--- src/rtl/running_sum_pkg.sv ---
// Definitions shared by generator stages: data width, data type and stage states.
package running_sum_pkg;
   localparam int DATA_W = 32;

   typedef logic signed [DATA_W-1:0] data_t;

   typedef enum logic [1:0] {
      DONE  = 2'd0,
      FETCH = 2'd1,
      EMIT  = 2'd2
   } gen_state_e;
endpackage

--- src/rtl/running_sum_if.sv ---
// Downstream valid/ready stream carrying one two-field tuple per transfer.
interface running_sum_if;
   import running_sum_pkg::*;

   data_t data0;
   data_t data1;
   logic  valid;
   logic  ready;

   modport master (output data0, output data1, output valid, input ready);
   modport slave  (input data0, input data1, input valid, output ready);
endinterface

--- src/rtl/running_sum_stream_hold.sv ---
// Output hold register for a generator stage: keeps a tuple stable until taken downstream.
module stream_hold
   import running_sum_pkg::*;
(
   input  logic          clk,
   input  logic          rst_n,
   input  logic          clear_i,
   input  logic          load_i,
   input  data_t         data0_i,
   input  data_t         data1_i,
   output logic          advance_o,
   output logic          handshake_o,
   running_sum_if.master out_bus
);
   logic  valid_q;
   data_t data0_q;
   data_t data1_q;

   assign handshake_o   = valid_q && out_bus.ready;
   assign advance_o     = out_bus.ready || !valid_q;
   assign out_bus.valid = valid_q;
   assign out_bus.data0 = data0_q;
   assign out_bus.data1 = data1_q;

   // NOTE: state updates use <= so every flop samples pre-edge values regardless of statement order.
   always_ff @(posedge clk) begin
      if (!rst_n) begin
         valid_q <= 1'b0;
         data0_q <= '0;
         data1_q <= '0;
      end else if (clear_i) begin
         valid_q <= 1'b0;
      end else if (load_i) begin
         valid_q <= 1'b1;
         data0_q <= data0_i;
         data1_q <= data1_i;
      end else if (handshake_o) begin
         valid_q <= 1'b0;
      end
   end
endmodule

--- src/rtl/running_sum.sv ---
// Generator stage: accumulates upstream values and yields (sum, count) when the key passes YIELD_MIN.
module running_sum
   import running_sum_pkg::*;
#(
   parameter int YIELD_MIN = 0
) (
   input  logic  _clock,
   input  logic  _reset,
   input  logic  _start,
   input  data_t in_0,
   input  data_t in_1,
   input  logic  _in_valid,
   input  logic  _in_done,
   output logic  _in_ready,
   input  logic  _ready,
   output logic  _valid,
   output logic  _done,
   output data_t _out_0,
   output data_t _out_1
);
   gen_state_e state_q, state_d;
   data_t      sum_q, sum_d;
   data_t      count_q, count_d;
   logic       in_ready_q, in_ready_d;
   logic       done_q, done_d;
   logic       load, advance, handshake, transfer;

   running_sum_if hold_bus ();

   stream_hold u_hold (
      .clk         (_clock),
      .rst_n       (_reset),
      .clear_i     (_start),
      .load_i      (load),
      .data0_i     (sum_d),
      .data1_i     (count_d),
      .advance_o   (advance),
      .handshake_o (handshake),
      .out_bus     (hold_bus)
   );

   assign hold_bus.ready = _ready;
   assign _valid         = hold_bus.valid;
   assign _out_0         = hold_bus.data0;
   assign _out_1         = hold_bus.data1;
   assign _in_ready      = in_ready_q;
   assign _done          = done_q;

   assign transfer = in_ready_q && _in_valid && advance;

   // NOTE: every always_comb output gets a default first so no path leaves it unassigned (no latch).
   always_comb begin
      state_d = state_q;
      sum_d   = sum_q;
      count_d = count_q;
      load    = 1'b0;
      if (_start) begin
         state_d = FETCH;
         sum_d   = '0;
         count_d = '0;
      end else begin
         case (state_q)
            FETCH: begin
               // A tuple presented together with _in_done is consumed before done is honoured.
               if (transfer) begin
                  sum_d   = sum_q + in_0;
                  count_d = count_q + 1;
                  if (in_1 >= YIELD_MIN) begin
                     load    = 1'b1;
                     state_d = EMIT;
                  end
               end else if (_in_done && advance) begin
                  state_d = DONE;
               end
            end
            EMIT:    if (handshake) state_d = FETCH;
            default: ;
         endcase
      end
      in_ready_d = (state_d == FETCH);
      done_d     = (state_d == DONE);
   end

   always_ff @(posedge _clock) begin
      if (!_reset) begin
         state_q    <= DONE;
         sum_q      <= '0;
         count_q    <= '0;
         in_ready_q <= 1'b0;
         done_q     <= 1'b0;
      end else begin
         state_q    <= state_d;
         sum_q      <= sum_d;
         count_q    <= count_d;
         in_ready_q <= in_ready_d;
         done_q     <= done_d;
      end
   end
endmodule

--- config.mk ---
export PLATFORM = sky130hd
export DESIGN_NAME = running_sum
export DESIGN_NICKNAME = d
export VERILOG_FILES = /design/src/rtl/running_sum_pkg.sv /design/src/rtl/running_sum_if.sv /design/src/rtl/running_sum_stream_hold.sv /design/src/rtl/running_sum.sv
export SDC_FILE = /design/constraint.sdc
export NUM_CORES = 1
export LEC_CHECK = 0
export ABC_AREA = 1
export CAP_MARGIN = 15
export CELL_PAD_IN_SITES_DETAIL_PLACEMENT = 1
export CELL_PAD_IN_SITES_GLOBAL_PLACEMENT = 2
export CORE_ASPECT_RATIO = 1.4
export CORE_UTILIZATION = 29
export DETAILED_ROUTE_END_ITERATION = 12
export GPL_TIMING_DRIVEN = 0
export PLACE_DENSITY = 0.8
export SYNTH_ARGS = -nofsm -noshare
export SYNTH_HDL_FRONTEND = slang
export SYNTH_SLANG_ARGS = --single-unit
--- constraint.sdc ---
create_clock -name _clock -period 2.4 [get_ports _clock]
set_input_delay 0.48 -clock _clock [delete_from_list [all_inputs] [get_ports _clock]]
set_output_delay 0.48 -clock _clock [all_outputs]
set_load 0.005 [all_outputs]
Yosys cells after proc, flatten, opt, wreduce, memory -nomap -nowiden --
Index checks and enable logic that the tools add are counted. W data, S select, Z words.
Storage, ports and cells: register bits after elaboration 133, latch bits 0, RAM bits 0, memory bits (read-only) 0, input port bits 70, output and inout port bits 67, logic and storage cells 44, memories kept 0
Operators by class: add/sub/neg operators 2, multiply operators 0, div/mod/pow operators 0, $lt $le $gt $ge 1, equal/unequal tests 3, shift-type cells 0, muxes and demuxes 18, bitwise logic cells 2, reduce and logical (&&, ||, !) cells 10
Operator list (count):
- $mux W32 | 6
- $add A32 B2 Y32 const B | 1
- $add A32 B32 Y32 | 1
- $ge A32 B1 Y1 const B | 1
- $mux W2 | 5
- $mux W1 | 6
- $eq A2 B1 Y1 const B | 2
- $logic_and A1 B1 Y1 | 4
- $pmux W2 S2 | 1
- $eq A2 B2 Y1 const B | 1
- $logic_not A2 Y1 | 1
- $not A1 Y1 | 2
- $reduce_and A2 Y1 | 1
- $reduce_bool A2 Y1 | 1
- $reduce_or A2 Y1 | 1
- $logic_not A1 Y1 | 1
- $logic_or A1 B1 Y1 | 1

Longest topological paths before layout --
depth in word-level cells 8, depth in mapped cells 14, gate-level depth less buffers 14

By module --
From an unflattened synthesis, not the netlist that was laid out.
Unflattened totals: cells, all modules 1467, area, all modules 8794.7 µm²
By module, submodules not included:
- running_sum | instances 1, cells an instance 1046, area an instance 5962.0 µm², seq. area each 1361.3 µm²
- stream_hold | instances 1, cells an instance 421, area an instance 2832.7 µm², seq. area each 1301.2 µm²

Worst setup path after synthesis --
No wires, ideal clock.
path kind input-to-reg, start input in_0[0], end register u_hold.data0_q[16] (netlist: u_hold.out_bus.data0[16]), library setup time 119 ps, arrival 1895 ps, required time 2281 ps, setup slack 386 ps, stages on the path 14, path buffers 0, path through ha_1 > inv_1 > fa_1 > inv_1 > nand3_1 > nand3_1 > nand2_1 > nand2_1 > nand2_1 > nand2_1 > xnor2_1 > nand2_1 > nand2_1 > a21oi_1
On the way: cells in the longest elaborated chain, start to end 4
Ends and longest elaborated chain:
- from (decl) | line running_sum.sv:10 | input data_t in_0,
- $add A32 B32 Y32 | line running_sum.sv:66 | sum_d = sum_q + in_0;
- $mux W32 | line running_sum.sv:65 | if (transfer) begin
- $mux W32 | line running_sum.sv:62 | case (state_q)
- $mux W32 | line running_sum.sv:57 | if (_start) begin
- to (signal assigned) | line running_sum_stream_hold.sv:35 | data0_q <= data0_i;
- to (decl) | line running_sum_stream_hold.sv:16 | data_t data0_q;
Every way passes these cells. A chain may end at the register's enable or synchronous reset.

Final worst setup path --
Same ends and word-level chain as after synthesis.

==> metrics <==
Syn Std Cell Area a little under 8000 um^2; First-pass DRT Iterations 4; worst-case reg-to-reg path depth 12; Hold Violations, Final 0; initial core utilization between 20% and 30%; Worst-path clk slew 0.06 ns; CP Data Required Time 2.71 ns; Layout fillers 3357; Post-synth EDFFs 0; final setup violation count 0; fmax between 400 and 500 MHz; Overflow after GRT 0; Tcrit/Tclk final between 90% and 100%; Top FF cell, synth dfxtp_1; initial antenna violation count 0; Leak approximately 4.4 nW; NumNets Final approximately 1400; Hold Path Origin count_q[1]; CP top delay family simple AND/OR/NAND/NOR gates; via count 7758; Crit path top cell by count nand2_1; Core Area approximately 26000 um^2; Crit Path Class input port to flop; placed cell area slightly above 9000 um^2; Async SR Flop Fraction 0%; Max rail drop VDD between 0.0003 and 0.0004 V; crit path buf inv count 3; CTS Buf Count 17; crit path setup slack, layout about 0.12 ns; number of global-route vias before repair 8105; first-pass GRT wire length approximately 44000 um; die extent in y ~200 um; per-cell routed wire length ~17 um; die span in x approximately 140 um; CTS sink cnt ~130; Worst Path Arrival roughly 2.6 ns; pwr/cell area 546.5 nW/um^2; CP Capture Type flop; Root Buffer clkbuf_16; hpwl dp around 23000 um; vias per cell around 4.7; pre-CTS setup slack -0.6809 ns; Avg Inst Size Synth around 6.6 um^2; Slew headroom a little under three fifths; worst reg2reg startpoint sum_q[11]; outcome completed; Period minus WS final ~2.3 ns; Slew Limit Fails 0; DRC viols 0; pin count of the biggest net entering global routing 17; Syn. warnings 0; synth unique cells 42; Min-Delay Path Class flop to flop; worst skew pair latency around 0.43 ns; share of cells above drive strength 1 between 7 and 8%; Reg2Reg Setup Slack ~0.33 ns; R2R Path End u_hold.out_bus.data0[22]; max-cap violations 0; Multi-input gate area ~4300 um^2; CP Launch Type input port; register area approximately 2700 um^2; Final Wtd Congestion 0.8709; CP max-delay cell clkdlybuf4s50_1; Finished Cell Area 9873 um^2; Ports approximately 140; register area share after synthesis roughly a third; Detail Route Antenna Nets 0; CTS tree done; WHS Path Cells 2; Hold Path Sink count_q[1]; setup TNS 0 ns; IO Port Bufs approximately 100; Max FO, Critical Path 3; Cells after Synth between 1000 and 1500; Core Rows 70; final setup skew approximately 0.013 ns; Seq cells post-synth between 100 and 150; gr usage total approximately a fifth; H-Tree Depth 4; Total Die Area 27430 um^2; Post-Route WL ~28000 um; Slew @ Worst Pin approximately 0.67 ns; ANT cells 0; critical-path cell list clkdlybuf4s50_1 -> ha_2 -> inv_1 -> fa_2 -> inv_2 -> nand3_1 -> nand3_2 -> nand2_1 -> nand2_2 -> nand2_1 -> nand2_1 -> xnor2_1 -> nand2_1 -> nand2_1 -> a21oi_1; Post-Syn Nets between 1000 and 1500; Crit path depth 15; crit-path max cell delay approximately 0.50 ns; DRT iter0 DRCs about 240; Layout area overhead 27.23%; Max Buffers Root-to-Sink 2
layout make-up:
class | count | share of cell area (%)
flip-flops and latches | 133 | 26.97
repair buffers | 106 | 10.70
multi-input cells | 842 | 43.70
inverters | 170 | 6.488
clock inverters | 11 | 1.255
well taps | 324 | 4.106
plain buffers | 38 | 1.926
clock buffers | 21 | 4.866
routing by layer:
metal	GRT usage, %	routed length (um)	up-vias
met3	2.109	513	18
met1	22.91	11520	3625
li1	-	-	4021
met5	0	0	-
met4	5.902	367	0
met2	41.76	15410	94
layout by cell type (no fill, tap or decap), types with 2 or more instances in the layout:
cell             instances
inv_1                  160
buf_4                    8
a21oi_2                  2
a21o_1                   3
o21ai_1                  2
nor3_1                  15
o21a_1                  20
nor2_4                   5
ha_2                     3
clkbuf_16               17
clkbuf_1                16
xor2_1                  13
a211oi_2                 3
o211ai_1                 6
nand3_1                 71
inv_2                    8
o21ai_0                 70
nand3_2                  6
nand4_1                  8
buf_2                   14
clkinv_4                 2
nor2_2                   4
bufinv_16                2
nor2_1                 135
nand2_2                  7
xnor2_1                 15
nand2_1                311
clkdlybuf4s50_1        104
nor3_4                   2
o21bai_1                 5
clkinv_2                 3
dfxtp_1                133
ha_1                    31
clkinvlp_4               3
a21oi_1                 89
or2_2                    4
nor4_1                   3
clkbuf_8                 4
how the worst max path moves through the flow:
stage               startpoint                       end  slack [ns]
floorplan              in_0[0]  u_hold.out_bus.data0[16]        0.39
global placement       in_0[0]  u_hold.out_bus.data0[28]       -0.66
detailed placement     in_0[0]  u_hold.out_bus.data0[28]       -0.68
CTS                    in_0[0]  u_hold.out_bus.data0[28]        0.01
global route           in_0[0]  u_hold.out_bus.data0[16]      -0.009
finish                 in_0[0]  u_hold.out_bus.data0[16]        0.12
cells in the mapped netlist, types with 3 or more instances:
cell	count	area share (%)
a211oi_2	3	0.48
o21ai_0	70	4.5
nor2_1	135	6.5
o21bai_1	5	0.48
nor2_2	4	0.32
buf_2	14	0.90
xor2_1	13	1.5
inv_2	7	0.34
nor3_1	15	0.97
buf_4	6	0.58
nand4_1	8	0.64
nor2_4	5	0.73
dfxtp_1	133	34
nand2_1	316	15
or2_2	4	0.32
ha_1	34	5.5
clkbuf_1	16	0.77
inv_1	161	7.8
a21oi_1	89	5.7
a21o_1	3	0.29
xnor2_1	15	1.7
nand2_2	3	0.24
nor4_1	3	0.24
o211ai_1	6	0.58
nand3_1	75	4.8
o21a_1	20	1.9
where the power goes:
group	switching, mW	total (mW)	internal (mW)
Sequential	0.0176	2.25	2.23
Combinational	0.287	0.477	0.190
Clock	1.03	2.67	1.64
registers in the layout, indices dropped and copies added, names as in the netlist:
name                  count
count_q                  32
sum_q                    32
u_hold.out_bus.data0     32
u_hold.out_bus.data1     32
state_q                   2
_done                     1
_in_ready                 1
u_hold.out_bus.valid      1
worst register-to-register path, stage by stage (launching register included):
cell and delay (ns):
dfxtp_1 0.33, ha_1 0.35, nand2_1 0.11, inv_1 0.06, nand2_1 0.10, inv_1 0.10, a21oi_1 0.26, nand2_4 0.13
nand2_1 0.10, nand3_1 0.08, nand3_1 0.13, nand2_1 0.09, a21oi_1 0.16
through the flow:
step / utilization [%] / power (mW) / instances / hold WS (ns)
2_1_floorplan: - / 2.560 / 1183 / 0.4523
3_3_place_gp: 35.16 / 2.775 / 1611 / 0.4710
3_5_place_dp: 35.16 / 2.777 / 1611 / 0.4771
4_1_cts: 37.62 / 5.454 / 1643 / 0.4862
5_1_grt: 37.70 / 5.588 / 1645 / 0.5077
6_report: 37.70 / 5.395 / 1645 / 0.4841
kinds of logic after synthesis:
logic type	synth area share, %
AND/OR/NAND/NOR	31.44
buffers and inverters	10.71
AO/OA/AOI/OAI	14.64
flip-flops	34.31
adder cells (fa/ha/maj)	5.740
XOR/XNOR	3.160
repair_timing:
| item | 4_1_cts | 5_1_grt |
|---|---|---|
| endpoints found under the setup margin | 18 | 18 |
| resized for setup | 12 | 3 |
| hold buffers | 0 | 0 |
| gates cloned | 0 | 0 |
| setup buffers | 0 | 2 |
| pin swaps | 0 | 2 |
Power figures use the tool's default switching activity.
